<file path="src/rtl/rv_pkg.sv">
// Shared RV32I core types: register address and the ID->EX pipeline register bundle.
package rv_pkg;

  localparam int unsigned XLEN = 32;

  typedef logic [4:0] reg_addr_t;

  typedef struct packed {
    logic [31:0]     pc;
    logic [XLEN-1:0] imm;
    logic [XLEN-1:0] op_a;
    logic [XLEN-1:0] op_b;
    reg_addr_t       rd;
    logic            rd_we;
    logic            is_load;
  } ex_bundle_t;

endpackage

</file>
<file path="src/rtl/operand_bypass_mux.sv">
// Resolves one source operand: x0, then EX bypass (OPF_EX_BYPASS_EN only), then WB bypass, then RF.
module operand_bypass_mux
  import rv_pkg::*;
#(
  parameter int unsigned DATA_WIDTH = XLEN
) (
  input  reg_addr_t             s,
  input  logic [DATA_WIDTH-1:0] rf_data,
`ifdef OPF_EX_BYPASS_EN
  input  logic                  ex_fwd_en,
  input  reg_addr_t             ex_rd,
  input  logic [DATA_WIDTH-1:0] ex_data,
`endif
  input  logic                  wb_en,
  input  reg_addr_t             wb_addr,
  input  logic [DATA_WIDTH-1:0] wb_data,
  output logic [DATA_WIDTH-1:0] operand
);

  always_comb begin
    operand = rf_data;
    if (s == '0) begin
      operand = '0;
    end
`ifdef OPF_EX_BYPASS_EN
    else if (ex_fwd_en && (ex_rd == s)) begin
      operand = ex_data;
    end
`endif
    else if (wb_en && (wb_addr == s)) begin
      operand = wb_data;
    end
  end

endmodule

</file>
<file path="src/rtl/operand_fetch_stage.sv">
// ID->EX stage: operand resolution, load-use hazard detection and the EX pipeline register.
// Optional EX-result bypass enabled by defining OPF_EX_BYPASS_EN.
module operand_fetch_stage
  import rv_pkg::*;
#(
  parameter int unsigned DATA_WIDTH = XLEN,  // must match XLEN: the EX bundle is XLEN wide
  parameter int unsigned CNT_WIDTH  = 16
) (
  input  logic                  clk,
  input  logic                  rst,
  input  logic                  id_valid,
  output logic                  id_ready,
  input  logic [31:0]           id_pc,
  input  reg_addr_t             id_rs1,
  input  reg_addr_t             id_rs2,
  input  logic                  id_use_rs1,
  input  logic                  id_use_rs2,
  input  reg_addr_t             id_rd,
  input  logic                  id_rd_we,
  input  logic                  id_is_load,
  input  logic [DATA_WIDTH-1:0] id_imm,
  output reg_addr_t             rf_addr_a,
  output reg_addr_t             rf_addr_b,
  input  logic [DATA_WIDTH-1:0] rf_data_a,
  input  logic [DATA_WIDTH-1:0] rf_data_b,
  input  logic                  wb_en,
  input  reg_addr_t             wb_addr,
  input  logic [DATA_WIDTH-1:0] wb_data,
  input  logic [DATA_WIDTH-1:0] ex_alu_result,
  input  logic                  flush,
  input  logic                  ex_ready,
  output logic                  ex_valid,
  output logic [31:0]           ex_pc,
  output logic [DATA_WIDTH-1:0] ex_imm,
  output logic [DATA_WIDTH-1:0] ex_op_a,
  output logic [DATA_WIDTH-1:0] ex_op_b,
  output reg_addr_t             ex_rd,
  output logic                  ex_rd_we,
  output logic                  ex_is_load,
  output logic [CNT_WIDTH-1:0]  stall_cnt
);

  ex_bundle_t           ex_q, ex_d;
  logic                 ex_valid_q, ex_valid_d;
  logic [CNT_WIDTH-1:0] stall_q, stall_d;
  logic [DATA_WIDTH-1:0] op_a, op_b;
  logic                 rd_match, hazard;

  assign rf_addr_a = id_rs1;
  assign rf_addr_b = id_rs2;

`ifdef OPF_EX_BYPASS_EN
  logic ex_fwd_en;
  assign ex_fwd_en = ex_valid_q && ex_q.rd_we && !ex_q.is_load;
`else
  logic unused_ex_alu_result;
  assign unused_ex_alu_result = ^ex_alu_result;
`endif

  operand_bypass_mux #(.DATA_WIDTH(DATA_WIDTH)) u_mux_a (
    .s         (id_rs1),
    .rf_data   (rf_data_a),
`ifdef OPF_EX_BYPASS_EN
    .ex_fwd_en (ex_fwd_en),
    .ex_rd     (ex_q.rd),
    .ex_data   (ex_alu_result),
`endif
    .wb_en     (wb_en),
    .wb_addr   (wb_addr),
    .wb_data   (wb_data),
    .operand   (op_a)
  );

  operand_bypass_mux #(.DATA_WIDTH(DATA_WIDTH)) u_mux_b (
    .s         (id_rs2),
    .rf_data   (rf_data_b),
`ifdef OPF_EX_BYPASS_EN
    .ex_fwd_en (ex_fwd_en),
    .ex_rd     (ex_q.rd),
    .ex_data   (ex_alu_result),
`endif
    .wb_en     (wb_en),
    .wb_addr   (wb_addr),
    .wb_data   (wb_data),
    .operand   (op_b)
  );

  // Without the EX bypass every EX-stage RAW must wait one cycle for the WB bypass.
  always_comb begin
    rd_match = (id_use_rs1 && (ex_q.rd == id_rs1)) ||
               (id_use_rs2 && (ex_q.rd == id_rs2));
    hazard   = id_valid && ex_valid_q && ex_q.rd_we && (ex_q.rd != '0) && rd_match;
`ifdef OPF_EX_BYPASS_EN
    hazard   = hazard && ex_q.is_load;
`endif
  end

  assign id_ready = ex_ready && !hazard;

  always_comb begin
    ex_d       = ex_q;
    ex_valid_d = ex_valid_q;
    if (flush) begin
      ex_valid_d = 1'b0;
    end else if (!ex_ready) begin
      ex_valid_d = ex_valid_q;
    end else if (hazard || !id_valid) begin
      ex_valid_d = 1'b0;
    end else begin
      ex_valid_d    = 1'b1;
      ex_d.pc       = id_pc;
      ex_d.imm      = id_imm;
      ex_d.op_a     = op_a;
      ex_d.op_b     = op_b;
      ex_d.rd       = id_rd;
      ex_d.rd_we    = id_rd_we;
      ex_d.is_load  = id_is_load;
    end

    stall_d = stall_q;
    if (hazard && ex_ready && !flush && (stall_q != '1)) begin
      stall_d = stall_q + CNT_WIDTH'(1);
    end
  end

  always_ff @(posedge clk) begin
    if (rst) begin
      ex_q       <= '0;
      ex_valid_q <= 1'b0;
      stall_q    <= '0;
    end else begin
      ex_q       <= ex_d;
      ex_valid_q <= ex_valid_d;
      stall_q    <= stall_d;
    end
  end

  assign ex_valid   = ex_valid_q;
  assign ex_pc      = ex_q.pc;
  assign ex_imm     = ex_q.imm;
  assign ex_op_a    = ex_q.op_a;
  assign ex_op_b    = ex_q.op_b;
  assign ex_rd      = ex_q.rd;
  assign ex_rd_we   = ex_q.rd_we;
  assign ex_is_load = ex_q.is_load;
  assign stall_cnt  = stall_q;

endmodule

</file>
<file path="config.mk">
export PLATFORM = sky130hd
export DESIGN_NAME = operand_fetch_stage
export DESIGN_NICKNAME = d
export VERILOG_FILES = /design/src/rtl/rv_pkg.sv /design/src/rtl/operand_bypass_mux.sv /design/src/rtl/operand_fetch_stage.sv
export SDC_FILE = /design/constraint.sdc
export NUM_CORES = 1
export LEC_CHECK = 0
export ABC_AREA = 1
export CAP_MARGIN = 20
export CORE_ASPECT_RATIO = 0.5
export CORE_MARGIN = 5
export CORE_UTILIZATION = 45
export DETAILED_ROUTE_END_ITERATION = 8
export PLACE_DENSITY_LB_ADDON = 0.3
export SLEW_MARGIN = 20
export SYNTH_ARGS = -nofsm -noshare
export SYNTH_HDL_FRONTEND = slang
export SYNTH_SLANG_ARGS = --single-unit
</file>
<file path="constraint.sdc">
create_clock -name clk -period 3.6 [get_ports clk]
set_clock_uncertainty 0.1 [all_clocks]
set_input_delay 1.08 -clock clk [delete_from_list [all_inputs] [get_ports clk]]
set_output_delay 1.08 -clock clk [all_outputs]
set_load 0.05 [all_outputs]
</file>
; After elaboration in Yosys (flattened, before gate mapping)
; Cells that the tools add are included.
; Widths: inputs -> output; s select.
[classes]
add_sub_neg = 1
n_mul = 0
div = 0
order_cmp = 0
n_eq_ne = 5
n_shift = 0
n_mux = 5
bitwise_logic = 2
n_reduce_logical = 22
[ops]
columns = cell, n
row1 = $mux 32, 4
row2 = $eq 5x5->1, 4
row3 = $add 16x1->16 const B, 1
row4 = $ne 16x16->1 const B, 1
row5 = $logic_and 1x1->1, 12
row6 = $logic_not 5->1, 2
row7 = $reduce_bool 5->1, 1
row8 = $logic_not 1->1, 3
row9 = $reduce_and 3->1, 1
row10 = $logic_or 1x1->1, 2
row11 = $not 1->1, 2
row12 = $reduce_or 2->1, 1
row13 = $mux 1, 1
[word_totals]
reg_bits = 152
latchBits = 0
ram_bits = 0
mem_bits_ro = 0
memories = 0

; Longest topological paths before layout
; Gate-level depths: netlist of run 1.
[depth]
ltp_word = 7
mapped_depth = 13
depth_no_buf = 12

; Cells and area by module
; A second synthesis of run 1 with hierarchy kept.
[unflattened]
cells_unflattened = 1464
area_unflattened_um2 = 8353.0
[by_module_without_submodules]
columns = mod, n_inst, cells_per_inst, area_each_um2, seq_area_each_um2
row1 = operand_fetch_stage, 1, 1066, 6751.5, 3042.9
row2 = operand_bypass_mux, 2, 199, 800.8, 0.0

; Worst setup path before layout of run 1
; OpenSTA, ideal clock, no wires.
[synth_timing]
path_type = input -> output
from = input id_rs2[4]
to = output id_ready
arrival_time_ps = 2250
path_slack_ps = 170
path_stages = 7
n_path_buf = 0
path_cell_list = inv_1 -> nand2_1 -> nand2_1 -> nor2_1 -> nand3_1 -> nand2_1 -> a21oi_1
[synth_between]
elab_chain_cells = 6
[synth_rtl]
columns = element, line_no
row1 = start: declaration, operand_fetch_stage.sv:15  ; input reg_addr_t id_rs2,
row2 = $eq 5x5->1, operand_fetch_stage.sv:91  ; (id_use_rs2 && (ex_q.rd == id_rs2));
row3 = $logic_and 1x1->1, operand_fetch_stage.sv:91
row4 = $logic_or 1x1->1, operand_fetch_stage.sv:90  ; rd_match = (id_use_rs1 && (ex_q.rd == id_rs1)) ||
row5 = $logic_and 1x1->1, operand_fetch_stage.sv:92  ; hazard = id_valid && ex_valid_q && ex_q.rd_we && (ex_q.rd != '0) && rd_match;
row6 = $logic_not 1->1, operand_fetch_stage.sv:98  ; assign id_ready = ex_ready && !hazard;
row7 = $logic_and 1x1->1, operand_fetch_stage.sv:98
row8 = end: declaration, operand_fetch_stage.sv:12  ; output logic id_ready,
; Every way passes these cells.

; Worst setup path after layout of run 1
[layout_timing]
from = input id_rs1[0]
to = output id_ready
[layout_between]
elab_chain_cells = 6
[layout_rtl]
columns = element, line_no
row1 = start: declaration, operand_fetch_stage.sv:14  ; input reg_addr_t id_rs1,
row2 = $eq 5x5->1, operand_fetch_stage.sv:90
row3 = $logic_and 1x1->1, operand_fetch_stage.sv:90
row4 = $logic_or 1x1->1, operand_fetch_stage.sv:90
row5 = $logic_and 1x1->1, operand_fetch_stage.sv:92
row6 = $logic_not 1->1, operand_fetch_stage.sv:98
row7 = $logic_and 1x1->1, operand_fetch_stage.sv:98
; Every way passes these cells.

==> results of run 1 <==
## synthesized netlist by cell type (all sizes together)
cell type / number
and3: 1
xnor2: 1
nor3: 4
ha: 1
nand3: 21
inv: 185
o21ai: 8
buf: 67
nor2: 329
o21bai: 7
nand4: 64
nand2: 408
a21oi: 69
dfxtp: 152
a31oi: 1
xor2: 3
clkbuf: 18
## worst max path at each step
stage | start | to | slack (ns) | depth (start not counted)
2_1_floorplan | id_rs2[4] | id_ready | 0.17 | 7
3_3_place_gp | id_rs1[1] | id_ready | -0.08 | 10
3_5_place_dp | id_rs2[3] | id_ready | -0.07 | 10
4_1_cts | id_rs1[3] | id_ready | 0.01 | 10
5_1_grt | id_rs1[0] | id_ready | 0.003 | 9
6_report | id_rs1[0] | id_ready | 0.08 | 9
## final cells by class
| class | instances | area [um^2] |
|---|---|---|
| clock buffer | 20 | 447 |
| sequential | 152 | 3040 |
| tap | 234 | 293 |
| inverter | 185 | 697 |
| clock inverter | 12 | 141 |
| multi-input combinational | 917 | 3860 |
| timing repair buffer | 397 | 4090 |
| fill | 1385 | 4870 |
## flip-flops by register name, summed over array words and instances, names as in the netlist
name	count
ex_valid	1
ex_rd_we	1
ex_op_b	32
ex_is_load	1
ex_imm	32
ex_pc	32
ex_op_a	32
stall_cnt	16
ex_rd	5
## through the flow
step / util (%) / setup TNS [ns] / setup slack (ns) / hold slack (ns) / cells
after global placement: 68.6 / -0.0764 / -0.0764 / 0.364 / 1885
after global routing: 72.1 / 0 / 0.00327 / 0.436 / 1917
after floorplan: - / 0 / 0.170 / 0.591 / 1339
after CTS: 72.0 / 0 / 0.00965 / 0.411 / 1917
after detailed placement: 68.6 / -0.0738 / -0.0738 / 0.398 / 1885
final: 72.1 / 0 / 0.0791 / 0.410 / 1917
## worst max-delay path, cell delays in order
cell and delay (ns):
clkdlybuf4s50_1 0.53, nand2_1 0.07, nand2_1 0.05, nor2_1 0.04
nand3_1 0.09, nand2_2 0.08, a21oi_1 0.13, buf_4 0.14
buf_12 0.13
## power groups by stage
stage                     registers [mW]  logic, mW  clock network, mW
after floorplan                     2.11      0.366                  0
after global placement              1.84       1.15                  0
after detailed placement            1.84       1.16                  0
after CTS                           1.81       1.17               1.83
after global routing                1.82       1.25               1.92
final                               1.81       1.17               1.80
## routing by layer
metal / GRT usage, % / share of wire (%)
met1: 32.0 / 39
met2: 46.6 / 49
met3: 6.31 / 7.9
met4: 10.0 / 3.5
met5: 0 / 0
## logic make-up after synthesis
family	count (synthesis)
fa+ha+maj	1
xor+xnor	4
simple gates	827
flops	152
compound gates	85
buf+inv	270
## repair_timing
action	4_1_cts	5_1_grt
gates resized for setup	5	7
setup endpoints to repair	1	1
pin swaps	0	3
endpoints found under the hold margin	0	0
==> impl_metrics.ini, run 1 <==
[run_status]
status = complete, no violations

[place]
dpl_cell_area_um2 = 12000
gp_congestion = 0.900
io_buffers = 352
hpwlAfterDp_mm = 21.0

[min_path]
hold_depth = 4
min_from = ex_op_b[29]
hp-class = reg2reg
hold_end = ex_op_b[29]

[yosys]
ys_warn_count = 0
synth_adder_area_share_pct = 0.156
synth.area.top_cells = dfxtp_1 (38%), nand2_1 (19%), nor2_1 (15%)
synth_nets = 1562
syn_avg_cell_area_um2 = 5.99
synth_top_family_by_area = simple AND/OR/NAND/NOR gates
synth_top_cell_by_area = dfxtp_1
synth_mux_area_share_pct = 0
syn_inst = 1339
ys_ff_latch = 152
synth_cell_types = 27
seq_area_frac_synth_pct = 38.0
synth.top_cell.area_share_pct = 38.0
syn-cell-area_um2 = 8020
synthXorXnorAreaFrac_pct = 0.437
synth-simple-area-share_pct = 41.5
synth_compound_area_share_pct = 5.54

[cells_and_area]
fin_area_um2 = 12600
mostFrequentLayoutCells = nand2_1 (406), clkdlybuf4s50_1 (332), nor2_1 (322)
diodes = 0
drive_gt1_share_pct = 6.48
nets = 1893
final_common_cell = nand2_1
synthToLayoutAreaGrowth_pct = 56.8

[detailed_routing]
wl_mm = 28.6
vias = 9328
drt-initial-drc-count = 539
drtAntennaViolNets = 0
drcViolationCount = 0
viasPerCell = 4.87
wl_per_cell_um = 14.9
first_pass_iters = 5

[power_and_ir_drop]
p_sw_mw = 1.48
sw_frac_of_total_pct = 31.0
p_int_mw = 3.29
combPwrFrac_pct = 24.5
finalPower_mw = 4.78
ir_drop_uv = 330
p_per_area_nw_per_um2 = 380
p_leak_nw = 6.13
seqPwrFrac_pct = 37.8
p_clk_share_pct = 37.7

[timing]
relSlewSlack_pct = 60.9
drv_slew = 0
final.min_clock_period_ns = 3.52
finalCritPeriodShare_pct = 97.8
worst_slew_pin_slew_ns = 0.585
max_freq_ghz = 0.284
setup_viol = 0
hold_viol_final = 0
rsz0062_at_grt = false

[worst_setup_path]
r2r_slack_ns = 1.46
crit_path_end_kind = output port
path_max_fanout = 3
critPathLaunchType = input port
reg2reg_from = ex_rd[3]
ff2ff_path_depth = 14
crit_type = in2out
cp.required_ns = 2.42
reg2reg_to = ex_imm[24]
arrival_ns = 2.34

[clock_tree]
cts.sinks = 152
cts_buffer_depth = 2
cts_tree = yes
cts_hold_buf = 0
cts-buffers-inserted = 17
postCtsSetupBuffers = 0
clock_latency_ns = 0.41
cts.htree.levels = 4
cts_root_buf = clkbuf_16
clkTransAtPathRegs_ns = 0.06

[die]
die_h_um = 104
dieArea_um2 = 20700
die_w_um = 199
initial_core_util_pct = 46.0
pin_count = 385
core_um2 = 17400
rows = 34

[global_routing]
grt_usage_pct = 26.8
grt-ovfl-total = 0
antenna_found_initial = 0
grt_first_pass_wirelength_mm = 45.5
grt_pass1_vias = 8931
grt_max_degree = 81

[run]
maxCapViolations = 0
(Power assumes the default switching activity.)
==> run 2: changes to the inputs <==
--- a/config.mk
+++ b/config.mk
@@ -10,8 +10,10 @@
 export CORE_ASPECT_RATIO = 0.5
 export CORE_MARGIN = 5
 export CORE_UTILIZATION = 45
+export CTS_BUF_LIST = sky130_fd_sc_hd__clkbuf_16
 export DETAILED_ROUTE_END_ITERATION = 8
 export PLACE_DENSITY_LB_ADDON = 0.3
+export SETUP_SLACK_MARGIN = 0.15
 export SLEW_MARGIN = 20
 export SYNTH_ARGS = -nofsm -noshare
 export SYNTH_HDL_FRONTEND = slang
==> run 2 against run 1 <==
Die area unchanged; sequential share of layout area increased by 0.053 points; utilization decreased by 0.16 points; design area decreased by 0.22%; via count decreased by 0.44%; non-clock buffer count unchanged; final cell count about the same; worst setup slack improved by 0.18 ns; combinational power about the same; count of clock-buffer cells in the layout decreased by 3; critical path depth increased by 1; largest power group unchanged.
==> impl_metrics.ini, run 2 (synthesized netlist as in run 1, its figures left out) <==
[worst_setup_path]
worstPathCellList = clkdlybuf4s15_1 > inv_1 > nand2_1 > nand2_1 > nor2_1 > nand3_1 > nand2_2 > a21oi_2 > buf_4 > buf_12
critPathMaxStageDelay_ns = 0.23
reg2reg_to = ex_imm[24]
cp.required_ns = 2.42
arrival_ns = 2.16
r2r_slack_ns = 1.47
crit_path_end_kind = output port
critPathLaunchType = input port
worst-path-buf-inv = 4
critPathCapture = id_ready
crit_start = id_rs1[4]
path_max_fanout = 3
cp.depth = 10
reg2reg_from = ex_rd[3]
crit_type = in2out
ff2ff_path_depth = 14
cp_top_family = buffers and inverters
crit_slowest_cell = clkdlybuf4s15_1
crit_top_cell = nand2_1

[power_and_ir_drop]
ir_drop_uv = 332
p_per_area_nw_per_um2 = 379
p_leak_nw = 6.12

[die]
initial_core_util_pct = 46.0
dieArea_um2 = 20700
die_h_um = 104
core_um2 = 17400
rows = 34
pin_count = 385
die_w_um = 199

[global_routing]
grt_usage_pct = 26.8
grt_pass1_vias = 8940
grt_first_pass_wirelength_mm = 45.6
grt-ovfl-total = 0
grt_max_degree = 81
antenna_found_initial = 1

[run]
maxCapViolations = 0

[min_path]
hp-class = reg2reg

[detailed_routing]
first_pass_iters = 5
drtAntennaViolNets = 0
drcViolationCount = 0
wl_per_cell_um = 14.9
viasPerCell = 4.84
vias = 9287
wl_mm = 28.6
drt-initial-drc-count = 549

[run_status]
status = complete, no violations

[clock_tree]
cts.htree.levels = 4
cts_tree = yes
clock_latency_ns = 0.41
cts.sinks = 152
cts_root_buf = clkbuf_16
cts_buffer_depth = 2
clkTransAtPathRegs_ns = 0.06
cts-buffers-inserted = 17

[cells_and_area]
final_common_cell = nand2_1
synthToLayoutAreaGrowth_pct = 56.4
nets = 1893
mostFrequentLayoutCells = nand2_1 (406), clkdlybuf4s50_1 (328), nor2_1 (323)
drive_gt1_share_pct = 6.48
fin_area_um2 = 12500

[timing]
hold_viol_final = 0
fin_tns_setup_ns = 0
max_freq_ghz = 0.299
final.min_clock_period_ns = 3.34
worst_slew_pin_slew_ns = 0.580
finalCritPeriodShare_pct = 92.8
rsz0062_at_grt = false
relSlewSlack_pct = 61.2
setup_viol = 0
whs_ns = 0.409
drv_slew = 0
layout_setup_ws_ns = 0.260

[place]
hpwlAfterDp_mm = 21.0
dpl_cell_area_um2 = 12000
gp_congestion = 0.900
io_buffers = 352
dp_slack_ns = -0.0738
==> run 2: cell count changes in the layout (fill, tap and decap cells not counted), moves of 2 or more <==
cell and delta:
clkbuf_1 -2, clkdlybuf4s15_1 +3, clkbuf_2 +2, dlymetal6s2s_1 -2
inv_1 +2, clkdlybuf4s50_1 -4
==> run 2: layout make-up <==
class / instances / area (um^2)
fillers: 1400 / 4900
repair buffers: 397 / 4080
multi-input cells: 917 / 3850
flip-flops and latches: 152 / 3040
inverters: 185 / 697
clock buffers: 17 / 425
well taps: 234 / 293
clock inverters: 15 / 153
diodes: 1 / 2.50
==> run 2: per-stage QoR <==
step,util (%),instances,power [mW]
final,71.9,1918,4.75
after global placement,68.6,1885,2.99
after global routing,71.9,1918,4.95
after floorplan,-,1339,2.48
after CTS,71.9,1917,4.78
after detailed placement,68.6,1885,3.01
==> run 2: worst min-delay path by stage <==
stage | startpoint | to | slack, ns | cells past startpoint
finish | ex_op_b[29] | ex_op_b[29] | 0.41 | 4
global route | stall_cnt[15] | stall_cnt[15] | 0.44 | 2
CTS | ex_op_b[29] | ex_op_b[29] | 0.41 | 4
detailed placement | ex_op_b[29] | ex_op_b[29] | 0.40 | 4
global placement | ex_valid | ex_valid | 0.36 | 2
floorplan | ex_valid | ex_valid | 0.59 | 2
==> run 2: repair_timing <==
action                                  in CTS  in global routing
hold buffers                                 0                  0
setup buffers                                0                  0
cloned                                       0                  0
gates resized for setup                     11                 11
pin swaps                                    1                  7
endpoints found under the setup margin       1                  1
==> run 2: report_power, final <==
part,internal [mW],switching (mW)
combinational,0.479,0.687
sequential,1.76,0.0449
clock,1.02,0.752
total,3.27,1.48
==> run 2: worst min-delay path: cells and delay by family (launching register included) <==
| family | cells | cell delay, ns |
|---|---|---|
| flops | 1 | 0.30 |
| simple gates | 3 | 0.12 |
| buf+inv | 1 | 0.04 |
==> run 2: layer usage <==
layer	up-vias	global-route usage, %	routed length, um
met4	0	10.0	973
met2	361	46.6	14100
met3	63	6.31	2230
li1	4690	-	-
met1	4173	32.1	11300
met5	-	0	0
==> run 3: changes to the inputs <==
--- a/config.mk
+++ b/config.mk
@@ -9,10 +9,11 @@
 export CAP_MARGIN = 20
 export CORE_ASPECT_RATIO = 0.5
 export CORE_MARGIN = 5
-export CORE_UTILIZATION = 45
-export CTS_BUF_LIST = sky130_fd_sc_hd__clkbuf_16
+export CORE_UTILIZATION = 42
+export CTS_BUF_LIST = sky130_fd_sc_hd__clkbuf_2 sky130_fd_sc_hd__clkbuf_4 sky130_fd_sc_hd__clkbuf_8
 export DETAILED_ROUTE_END_ITERATION = 8
 export PLACE_DENSITY_LB_ADDON = 0.3
+export REMOVE_ABC_BUFFERS = 1
 export SETUP_SLACK_MARGIN = 0.15
 export SLEW_MARGIN = 20
 export SYNTH_ARGS = -nofsm -noshare
==> constraint.sdc (replaced) <==
create_clock -name clk -period 3.62 [get_ports clk]
set_clock_uncertainty 0.1 [all_clocks]
set_input_delay 1.086 -clock clk [delete_from_list [all_inputs] [get_ports clk]]
set_output_delay 1.086 -clock clk [all_outputs]
set_load 0.05 [all_outputs]
==> run 3 against run 2 <==
Non-clock buffer count fell by 1; sequential cell count did not move; utilization fell by 5.3 points; design area fell by 1.5%; largest cell class unchanged.
==> impl_metrics.ini, run 3 (synthesized netlist as in run 1, its figures left out) <==
[run_status]
status = complete, no violations

[worst_setup_path]
critPathLaunchType = input port
crit_type = in2out
worstPathCellList = clkdlybuf4s50_1 > nand4_1 > inv_1 > a21oi_4 > buf_12
cp_top_family = buffers and inverters
cp.required_ns = 2.43
arrival_ns = 2.18
path_max_fanout = 3
worst-path-buf-inv = 3
crit_path_end_kind = output port
crit_slowest_cell = clkdlybuf4s50_1
critPathMaxStageDelay_ns = 0.57

[global_routing]
grt_pass1_vias = 8849
antenna_found_initial = 0
grt_max_degree = 65
grt_first_pass_wirelength_mm = 43.8
grt-ovfl-total = 0
grt_usage_pct = 24.3

[clock_tree]
cts_buffer_depth = 2
clkTransAtPathRegs_ns = 0.08
cts.htree.levels = 4
cts.sinks = 152
cts-buffers-inserted = 17
cts_hold_buf = 0
cts_tree = yes
clock_latency_ns = 0.44
cts_root_buf = clkbuf_8

[timing]
layout_setup_ws_ns = 0.256
max_freq_ghz = 0.297
worst_slew_pin_slew_ns = 0.621
fin_tns_setup_ns = 0
setup_viol = 0
finalCritPeriodShare_pct = 92.9
final.min_clock_period_ns = 3.36
hold_viol_final = 0
drv_slew = 0
rsz0062_at_grt = false
relSlewSlack_pct = 58.5

[place]
hpwlAfterDp_mm = 20.7
dp_slack_ns = -0.0400
io_buffers = 352
gp_congestion = 0.896
dp.cells = 1908

[min_path]
hp-class = reg2reg

[die]
initial_core_util_pct = 43.2
core_um2 = 18600
pin_count = 385
rows = 35
die_h_um = 108
dieArea_um2 = 22100
die_w_um = 205

[power_and_ir_drop]
sw_frac_of_total_pct = 34.1
seqPwrFrac_pct = 42.2
p_clk_share_pct = 30.6
combPwrFrac_pct = 27.2
ir_drop_uv = 221
p_leak_nw = 6.01
p_per_area_nw_per_um2 = 344
p_sw_mw = 1.45
p_int_mw = 2.80

[cells_and_area]
diodes = 0
post-route-util_pct = 66.6
seqCellArea_um2 = 3040
num-fill-cells = 1664
multi_input_area_um2 = 3860
stdcell_count = 1941
nets = 1892
synthToLayoutAreaGrowth_pct = 54.2
drive_gt1_share_pct = 6.42
mostFrequentLayoutCells = nand2_1 (406), clkdlybuf4s50_1 (331), nor2_1 (323)
final_common_cell = nand2_1

[run]
maxCapViolations = 0

[detailed_routing]
wl_mm = 28.0
wl_per_cell_um = 14.4
vias = 9212
viasPerCell = 4.75
drt-initial-drc-count = 558
drtAntennaViolNets = 0
drcViolationCount = 0
first_pass_iters = 5
run 3: changes by cell type in the layout (fill, tap and decap cells not counted), moves of 3 or more:
cell / previous run / this run
clkinvlp_4: 5 / 2
clkbuf_8: 0 / 17
clkdlybuf4s15_1: 3 / 0
clkdlybuf4s50_1: 328 / 331
clkbuf_16: 17 / 0
dlygate4sd2_1: 5 / 8
run 3: metal layers:
layer	global-route usage, %	up-vias	wire (um)
li1	-	4671	-
met4	10.2	0	905
met1	27.7	4134	11000
met5	0	-	0
met2	44.0	344	13900
met3	5.75	63	2120
run 3: repair_timing:
| action | 4_1_cts | 5_1_grt |
|---|---|---|
| pin swaps | 1 | 3 |
| endpoints found under the hold margin | 0 | 0 |
| buffers inserted | 0 | 1 |
| gates resized for setup | 11 | 2 |
| endpoints found under the setup margin | 1 | 1 |
run 3: power by group through the flow:
stage | logic [mW] | clock network [mW] | registers, mW
after floorplan | 0.318 | 0 | 2.10
after global placement | 1.14 | 0 | 1.83
after detailed placement | 1.16 | 0 | 1.83
after CTS | 1.16 | 1.35 | 1.79
after global routing | 1.24 | 1.43 | 1.80
final | 1.16 | 1.30 | 1.79
run 3: worst min-delay path: stages, from the launching register on:
cell and delay (ns):
dfxtp_1 0.31, inv_1 0.05, nand2_1 0.05, nand2_1 0.05, nor2_1 0.03
run 3: final timing paths:
| kind | slack [ns] | from | to | cells past startpoint |
|---|---|---|---|---|
| worst max register to register | 1.38 | ex_rd[0] | ex_op_a[18] | 14 |
| worst min-delay path | 0.42 | ex_op_b[26] | ex_op_b[26] | 4 |
| worst max-delay path | 0.26 | id_valid | id_ready | 5 |
| worst min register to register | 0.42 | ex_op_b[26] | ex_op_b[26] | 4 |
run 3: layout make-up:
| type | count | area share [%] |
|---|---|---|
| Clock buffer | 17 | 1.89 |
| Clock inverter | 15 | 1.29 |
| Inverter | 185 | 5.64 |
| Multi-Input combinational cell | 917 | 31.2 |
| Sequential cell | 152 | 24.6 |
| Tap cell | 259 | 2.62 |
| Timing Repair Buffer | 396 | 32.7 |
run 3: metrics by stage:
step / hold WS, ns / power, mW / cell area (um^2)
2_1_floorplan: 0.591 / 2.42 / 7560
3_3_place_gp: 0.370 / 2.97 / 12000
3_5_place_dp: 0.389 / 2.99 / 12000
4_1_cts: 0.403 / 4.31 / 12300
5_1_grt: 0.445 / 4.47 / 12400
6_report: 0.417 / 4.25 / 12400
